File: config.mk
export PLATFORM = sky130hd
export DESIGN_NAME = gpio_port_ctrl
export DESIGN_NICKNAME = d
export VERILOG_FILES = /design/src/rtl/gpio_port_ctrl.sv
export SDC_FILE = /design/constraint.sdc
export NUM_CORES = 1
export LEC_CHECK = 0
export ABC_AREA = 0
export CORE_ASPECT_RATIO = 0.75
export CORE_UTILIZATION = 54
export DETAILED_ROUTE_END_ITERATION = 7
export GPL_TIMING_DRIVEN = 0
export PLACE_DENSITY = 0.8
export SYNTH_ARGS = -nofsm -noshare
export SYNTH_HDL_FRONTEND = slang
export SYNTH_SLANG_ARGS = --single-unit
File: constraint.sdc
create_clock -name clock -period 1.7 [get_ports clock]
set_input_delay 0.17 -clock clock [delete_from_list [all_inputs] [get_ports clock]]
set_output_delay 0.17 -clock clock [all_outputs]
set_load 0.02 [all_outputs]
File: src/rtl/gpio_port_ctrl.sv
// ============================================================================
//  Module      : gpio_port_ctrl
//  Description : Memory-mapped GPIO register block (DDR / PORT / PIN / SET /
//                CLR / PCMSK / PCIF) with a req/ready bus, a port-latch write
//                strobe, an input synchroniser and a masked pin-change irq.
//  Revision    : 1.0  initial release
// ============================================================================
`default_nettype none

module gpio_port_ctrl #(
    parameter int         SYNC_STAGES = 2,
    parameter logic [7:0] PORT_RESET  = 8'h00
) (
    input  logic       clock,
    input  logic       reset,
    input  logic       bus_req,
    input  logic       bus_we,
    input  logic [2:0] bus_addr,
    input  logic [7:0] bus_wdata,
    output logic       bus_ready,
    output logic [7:0] bus_rdata,
    output logic       port_write_en,
    output logic [7:0] port_data,
    output logic [7:0] ddr,
    input  logic [7:0] pin_in,
    output logic       irq
);

    localparam logic [2:0] c_ADDR_DDR   = 3'd0;
    localparam logic [2:0] c_ADDR_PORT  = 3'd1;
    localparam logic [2:0] c_ADDR_PIN   = 3'd2;
    localparam logic [2:0] c_ADDR_SET   = 3'd3;
    localparam logic [2:0] c_ADDR_CLR   = 3'd4;
    localparam logic [2:0] c_ADDR_PCMSK = 3'd5;
    localparam logic [2:0] c_ADDR_PCIF  = 3'd6;

    typedef enum logic [0:0] {
        ST_IDLE = 1'b0,
        ST_RESP = 1'b1
    } state_t;

    state_t                        r_state;
    logic [SYNC_STAGES-1:0][7:0]   r_sync;
    logic [7:0]                    r_prev;
    logic [7:0]                    r_ddr;
    logic [7:0]                    r_port;
    logic [7:0]                    r_pcmsk;
    logic [7:0]                    r_pcif;
    logic                          r_ready;
    logic                          r_wen;
    logic [7:0]                    r_rdata;

    logic                          w_accept;
    logic [7:0]                    w_pin_s;
    logic [7:0]                    w_chg;
    logic [7:0]                    w_w1c;
    logic [7:0]                    w_ddr_next;
    logic [7:0]                    w_port_next;
    logic [7:0]                    w_pcmsk_next;
    logic [7:0]                    w_pcif_next;
    logic [7:0]                    w_rdata;
    logic                          w_port_store;

    // Requests are only looked at in IDLE; RESP ignores bus_req entirely.
    assign w_accept = (r_state == ST_IDLE) && bus_req;
    assign w_pin_s  = r_sync[SYNC_STAGES-1];
    assign w_chg    = (w_pin_s ^ r_prev) & r_pcmsk;

    always_comb begin
        w_ddr_next   = r_ddr;
        w_port_next  = r_port;
        w_pcmsk_next = r_pcmsk;
        w_w1c        = 8'h00;
        w_rdata      = 8'h00;
        w_port_store = 1'b0;
        if (w_accept) begin
            if (bus_we) begin
                case (bus_addr)
                    c_ADDR_DDR:   w_ddr_next = bus_wdata;
                    c_ADDR_PORT: begin
                        w_port_next  = bus_wdata;
                        w_port_store = 1'b1;
                    end
                    c_ADDR_PIN: begin
                        w_port_next  = r_port ^ bus_wdata;
                        w_port_store = 1'b1;
                    end
                    c_ADDR_SET: begin
                        w_port_next  = r_port | bus_wdata;
                        w_port_store = 1'b1;
                    end
                    c_ADDR_CLR: begin
                        w_port_next  = r_port & ~bus_wdata;
                        w_port_store = 1'b1;
                    end
                    c_ADDR_PCMSK: w_pcmsk_next = bus_wdata;
                    c_ADDR_PCIF:  w_w1c        = bus_wdata;
                    default:      w_w1c        = 8'h00;
                endcase
            end else begin
                case (bus_addr)
                    c_ADDR_DDR:   w_rdata = r_ddr;
                    c_ADDR_PORT:  w_rdata = r_port;
                    c_ADDR_PIN:   w_rdata = w_pin_s;
                    c_ADDR_PCMSK: w_rdata = r_pcmsk;
                    c_ADDR_PCIF:  w_rdata = r_pcif;
                    default:      w_rdata = 8'h00;
                endcase
            end
        end
    end

    // A fresh change on a bit overrides a simultaneous write-1-to-clear.
    assign w_pcif_next = (r_pcif & ~w_w1c) | w_chg;

    always_ff @(posedge clock) begin
        if (reset) begin
            r_state <= ST_IDLE;
            r_sync  <= '0;
            r_prev  <= 8'h00;
            r_ddr   <= 8'h00;
            r_port  <= PORT_RESET;
            r_pcmsk <= 8'h00;
            r_pcif  <= 8'h00;
            r_ready <= 1'b0;
            r_wen   <= 1'b0;
            r_rdata <= 8'h00;
        end else begin
            r_sync  <= {r_sync[SYNC_STAGES-2:0], pin_in};
            r_prev  <= w_pin_s;
            r_ddr   <= w_ddr_next;
            r_port  <= w_port_next;
            r_pcmsk <= w_pcmsk_next;
            r_pcif  <= w_pcif_next;
            case (r_state)
                ST_IDLE: begin
                    r_state <= w_accept ? ST_RESP : ST_IDLE;
                    r_ready <= w_accept;
                    r_wen   <= w_port_store;
                    r_rdata <= w_rdata;
                end
                default: begin
                    r_state <= ST_IDLE;
                    r_ready <= 1'b0;
                    r_wen   <= 1'b0;
                    r_rdata <= 8'h00;
                end
            endcase
        end
    end

    assign bus_ready     = r_ready;
    assign bus_rdata     = r_rdata;
    assign port_write_en = r_wen;
    assign port_data     = r_port;
    assign ddr           = r_ddr;
    assign irq           = |r_pcif;

endmodule

`default_nettype wire
==> results.sh, run 1 <==
export IMPL_status="finished clean"
export IMPL_crit_arrival_ns=1.48
export IMPL_drv_slew=0
export IMPL_drc=0
export IMPL_grt_setup_unrepaired="no"
export IMPL_slowest_stage="clkdlybuf4s50_1"
export IMPL_rows=23
export IMPL_cp_top_family="buffers and inverters"
export IMPL_syn_to_final_growth_pct=26.1
export IMPL_fmax_mhz=605
export IMPL_htree_levels=3
export IMPL_ys_warn_count=0
export IMPL_drt_wirelength_per_cell_um=17.9
export IMPL_vias_per_cell=6.08
export IMPL_grt_use_met3_pct=7.57
export IMPL_hold_viol=0
export IMPL_power_switching_uw=878
export IMPL_tightest_slew_ns=0.675
export IMPL_holdPathStages=2
export IMPL_grt_pass1_vias=2771
export IMPL_crit_chain="clkdlybuf4s50_1"
export IMPL_multi_input_area_mm2=0.00171
export IMPL_layout_area_seq_mm2=0.00132
export IMPL_cts_tree="yes"
export IMPL_cts_root_buf="clkbuf_8"
export IMPL_critPathLaunch="port_data[2]"
export IMPL_grt_overflow=0
export IMPL_yosys_register_bits=66
export IMPL_ir_drop_mv=0.509
export IMPL_post_route_min_period_ns=1.65
export IMPL_r2r_cells=5
export IMPL_rr_startpoint="r_state"
export IMPL_yosys_most_used_dff="dfxtp_1"
export IMPL_ant_nets=0
export IMPL_worst_path_buf_inv=1
export IMPL_io_pins=50
export IMPL_cpPeakStageDelay_ns=0.67
export IMPL_start_util_pct=58.1
export IMPL_seqPwrFrac_pct=49.5
export IMPL_synth_edf_count=0
export IMPL_final_cell_mix="dfxtp_1 (66), clkdlybuf4s50_1 (45), nor2b_1 (33)"
export IMPL_p_comb_share_pct=13.7
export IMPL_nets=454
export IMPL_syn_nets=391
export IMPL_syn_inst=348
export IMPL_drt_total_wl_mm=8.77
export IMPL_fin_hold_ws_ns=0.375
export IMPL_grt_pass1_wl_mm=13.9
export IMPL_power_density_mw_per_mm2=808
export IMPL_holdCritStartpoint="pin_in[3]"
export IMPL_drt_initial_drc_count=305
export IMPL_clkTransAtPathRegs_ns=0.07
export IMPL_r2r_end="port_data[2]"
export IMPL_fillers=430
export IMPL_dpl_hpwl_mm=6.21
export IMPL_internal_power_uw=2390
export IMPL_yosysSeqAreaShare_pct=41.2
export IMPL_first_pass_iters=6
export IMPL_dieWidth_um=91.0
export IMPL_cts_made_buffers=9
export IMPL_drive_gt1_share_pct=13.0
export IMPL_final_common_cell="dfxtp_1"
export IMPL_setup_viol=0
export IMPL_drv_cap=0
export IMPL_dieArea_mm2=0.00626
export IMPL_clockBufferDepth=2
export IMPL_grt_usage_pct=29.7
export IMPL_diodes=0
export IMPL_clk_latency_ns=0.34
export IMPL_finalCritPeriodShare_pct=97.2
export IMPL_met2_usage_pct=49.4
export IMPL_hold_path_class="input port to register"
export IMPL_coreArea_mm2=0.00553
export IMPL_p_leak_uw=0.00158
export IMPL_synth_area_mm2=0.00321
export IMPL_path_class="register to output port"
export IMPL_cp_required_ns=1.53
export IMPL_dieHeight_um=68.8
export IMPL_gr_max_usage_layer="met2"
export IMPL_vias=2984
export IMPL_io_buffer_count=49
export IMPL_synthArstFlopShare_pct=0
export IMPL_cts_sinks=66
export IMPL_grt_antenna_before_repair=0
export IMPL_syn_avg_cell_area_um2=9.22
export IMPL_skew_ns=0.00604
export IMPL_clockPowerShare_pct=36.8
export IMPL_worstHoldEndpoint="r_sync[3]"
export IMPL_yosysUniqueCellTypes=35
export IMPL_use_met1_pct=38.1
export IMPL_gp_congestion=0.871
export IMPL_grt_max_degree=12
export IMPL_worst_setup_path_start_kind="register"
export IMPL_max_slew_margin_pct=55.0
export IMPL_rrSetupSlack_ns=0.11
export IMPL_fin_setup_tns_ns=0
export IMPL_cp_max_fo=5
export IMPL_endpoint_kind="output port"
export IMPL_swShare_pct=26.9
state kept, by name, indices dropped and copies added, names as in the netlist:
signal,flops
bus_rdata,8
ddr,8
port_data,8
port_write_en,1
r_pcif,8
r_pcmsk,8
r_prev,8
r_state,1
r_sync,8
w_pin_s,8
metal layers:
metal	vias up	part of all wire, %
li1	1348	-
met1	1403	42
met2	197	46
met3	36	10
met4	0	2.2
met5	-	0
area by class of cell:
| class | instances | share of cell area [%] |
|---|---|---|
| tap | 75 | 2.32 |
| inverter | 21 | 1.95 |
| clock buffer | 12 | 3.83 |
| multi-input combinational | 236 | 42.3 |
| buffer | 24 | 3.43 |
| timing repair buffer | 53 | 12.9 |
| clock inverter | 4 | 0.649 |
| sequential | 66 | 32.7 |
through the flow:
stage / power, uW / utilization [%] / worst slack [ns] / area, um^2 / std cells
floorplan: 1890 / - / 0.224 / 3210 / 348
global placement: 2060 / 68.7 / -0.455 / 3790 / 472
detailed placement: 2070 / 68.7 / -0.565 / 3790 / 472
CTS: 3270 / 72.6 / 0.0244 / 4010 / 487
global route: 3400 / 73.2 / 0.0194 / 4050 / 491
finish: 3270 / 73.2 / 0.0481 / 4050 / 491
synthesized netlist by cell type, types with 2 or more instances:
cell type	n	area, um^2
a21o_1	7	52.6
o41ai_1	8	70.1
a22oi_1	7	52.6
buf_2	7	35.0
inv_1	21	78.8
xor2_1	8	70.1
nor4_1	2	12.5
or2b_1	8	60.1
clkbuf_1	12	45.0
a31oi_1	7	43.8
dfxtp_1	66	1320
and2_1	2	12.5
a222oi_1	8	80.1
o21ai_0	24	120
nand3_1	9	45.0
mux2_2	15	169
nor2_1	9	33.8
nand2_1	24	90.1
a21oi_1	18	90.1
nor2b_1	33	206
nand2b_1	10	62.6
ha_1	20	250
a311oi_1	7	61.3
buf_6	5	56.3
power groups by stage:
| stage | sequential [uW] | clock [uW] | combinational, uW |
|---|---|---|---|
| floorplan | 1660 | 0 | 233 |
| global placement | 1650 | 0 | 405 |
| detailed placement | 1650 | 0 | 418 |
| CTS | 1620 | 1220 | 430 |
| global route | 1620 | 1290 | 482 |
| finish | 1620 | 1200 | 447 |
repair_timing:
action                                  CTS  global route
endpoints found under the setup margin   18            11
pin swaps                                 0             2
hold buffers                              0             0
setup buffers                             0             4
gates resized for setup                  13             2
worst max path at each step:
stage | to | slack [ns] | cells past startpoint
after floorplan | port_data[0] | 0.22 | 7
after global placement | port_data[2] | -0.46 | 7
after detailed placement | port_data[4] | -0.56 | 7
after CTS | bus_rdata[4] | 0.02 | 6
after global routing | port_data[6] | 0.02 | 8
final | port_data[2] | 0.05 | 1
kinds of logic (layout without fill, tap and decap cells):
family                     Yosys count  after routing  share of synthesized area, %
xor gates and xnor gates             8              8                          2.18
AOI/OAI and AO/OA                   89             89                          18.6
muxes                               16             16                          5.61
buffers and inverters               46            114                          6.82
and+or+nand+nor                    103            103                          17.9
adders and majority gates           20             20                          7.80
DFF                                 66             66                          41.2
(Power assumes the default switching activity.)
==> inputs of run 2 (changes only) <==
--- a/config.mk
+++ b/config.mk
@@ -7,6 +7,7 @@
 export LEC_CHECK = 0
 export ABC_AREA = 0
 export CORE_ASPECT_RATIO = 0.75
+export CORE_MARGIN = 2
 export CORE_UTILIZATION = 54
 export DETAILED_ROUTE_END_ITERATION = 7
 export GPL_TIMING_DRIVEN = 0
@@ -14,3 +15,4 @@
 export SYNTH_ARGS = -nofsm -noshare
 export SYNTH_HDL_FRONTEND = slang
 export SYNTH_SLANG_ARGS = --single-unit
+export TNS_END_PERCENT = 20
==> constraint.sdc (replaced) <==
create_clock -name clock -period 1.6 [get_ports clock]
set_input_delay 0.16 -clock clock [delete_from_list [all_inputs] [get_ports clock]]
set_output_delay 0.16 -clock clock [all_outputs]
set_load 0.02 [all_outputs]
==> run 2 against run 1 <==
Net effect:
- count of clock-buffer cells in the layout fell by 3
- critical path type unchanged
- design area shrank 0.40%
- register-to-register slack got worse by 0.09 ns
- critical endpoint is now port_data[4]
- utilization decreased by 3.3 points
- clock skew grew 0.0021 ns
- wire length down 3.1%
- clock power shrank 3%
==> results.sh, run 2 (synthesis gave the netlist of run 1 again) <==
export IMPL_status="finished clean"
export IMPL_final_area_mm2=0.00403
export IMPL_hold_viol=0
export IMPL_cts_root_buf="clkbuf_8"
export IMPL_start_util_pct=55.7
export IMPL_finalCritPeriodShare_pct=98.8
export IMPL_slowest_stage="clkdlybuf4s50_1"
export IMPL_io_buffer_count=49
export IMPL_grt_antenna_before_repair=0
export IMPL_cts_made_buffers=9
export IMPL_cts_sinks=66
export IMPL_vias_per_cell=5.89
export IMPL_drt_initial_drc_count=233
export IMPL_drc=0
export IMPL_drv_slew=0
export IMPL_cp_top_family="buffers and inverters"
export IMPL_vias=2879
export IMPL_dieWidth_um=93.0
export IMPL_utilization_pct=69.9
export IMPL_dieArea_mm2=0.00658
export IMPL_drive_gt1_share_pct=12.7
export IMPL_cpPeakStageDelay_ns=0.64
export IMPL_postPlaceCellArea_mm2=0.00380
export IMPL_fin_hold_ws_ns=0.365
export IMPL_total_power_uw=3350
export IMPL_drt_wirelength_per_cell_um=17.4
export IMPL_endpoint_kind="output port"
export IMPL_htree_levels=3
export IMPL_crit_chain="clkdlybuf4s50_1"
export IMPL_drv_cap=0
export IMPL_drt_total_wl_mm=8.50
export IMPL_final_cell_mix="dfxtp_1 (66), clkdlybuf4s50_1 (41), nor2b_1 (33)"
export IMPL_syn_to_final_growth_pct=25.6
export IMPL_max_slew_margin_pct=58.7
export IMPL_cp_max_fo=5
export IMPL_post_route_min_period_ns=1.58
export IMPL_cts_hold_repair_buffers=0
export IMPL_gp_congestion=0.867
export IMPL_io_pins=50
export IMPL_power_density_mw_per_mm2=832
export IMPL_hold_path_class="input port to register"
export IMPL_fin_setup_tns_ns=0
export IMPL_dpl_hpwl_mm=6.09
export IMPL_setup_viol=0
export IMPL_p_leak_uw=0.00162
export IMPL_first_pass_iters=5
export IMPL_fmax_mhz=633
export IMPL_cp_required_ns=1.44
export IMPL_coreArea_mm2=0.00577
export IMPL_clk_latency_ns=0.34
export IMPL_nets=450
export IMPL_worst_path_buf_inv=1
export IMPL_tightest_slew_ns=0.619
export IMPL_diodes=0
export IMPL_final_common_cell="dfxtp_1"
export IMPL_worst_setup_path_start_kind="register"
export IMPL_clockBufferDepth=2
export IMPL_rows=24
export IMPL_clkTransAtPathRegs_ns=0.07
export IMPL_grt_overflow=0
export IMPL_skew_ns=0.00811
export IMPL_cts_tree="yes"
export IMPL_ir_drop_mv=0.572
export IMPL_grt_pass1_vias=2823
export IMPL_crit_arrival_ns=1.42
export IMPL_dieHeight_um=70.8
export IMPL_path_class="register to output port"
export IMPL_grt_pass1_wl_mm=13.8
export IMPL_ant_nets=0
export IMPL_grt_usage_pct=27.0
export IMPL_grt_max_degree=12
run 2: changes by cell type in the layout (fill, tap and decap cells not counted), sizes merged:
cell	delta
buf	-5
clkdlybuf4s50	-4
dlymetal6s2s	+2
clkbuf	-1
clkinv	+1
clkinvlp	+1
dlygate4sd2	+1
run 2: timing repair:
item                                    4_1_cts  5_1_grt
pin swaps                                     1        0
gates resized for setup                      16       10
endpoints found under the setup margin       24       17
buffers inserted                              1        0
run 2: cell type report:
type,instances,area (um^2)
multi-input cells,236,1730
repair buffers,50,497
fillers,441,1740
clock inverters,6,35.0
well taps,78,97.6
inverters,21,78.8
plain buffers,23,143
clock buffers,9,124
flip-flops and latches,66,1320
run 2: power by group:
| group | internal, uW | switching, uW |
|---|---|---|
| registers | 1690 | 33.7 |
| logic | 207 | 263 |
| clock network | 540 | 623 |
| total | 2430 | 919 |
run 2: worst paths after layout:
| path | to | depth (start not counted) | startpoint | slack (ns) |
|---|---|---|---|---|
| worst max-delay path | port_data[4] | 1 | port_data[4] | 0.02 |
| worst min register to register | w_pin_s[5] | 1 | r_sync[5] | 0.44 |
| worst min-delay path | r_sync[1] | 2 | pin_in[1] | 0.37 |
| worst max register to register | port_data[1] | 5 | r_state | 0.02 |
run 2: layer usage:
| layer | wire length, um | track usage (%) |
|---|---|---|
| met1 | 3640 | 36.5 |
| met2 | 4020 | 42.1 |
| met3 | 753 | 8.20 |
| met4 | 78 | 7.84 |
| met5 | 0 | 0 |
run 2: stage by stage:
| step | instances | worst slack, ns |
|---|---|---|
| finish | 489 | 0.0200 |
| global route | 489 | -0.0205 |
| detailed placement | 475 | -0.645 |
| global placement | 475 | -0.583 |
| floorplan | 348 | 0.134 |
| CTS | 489 | -0.00543 |
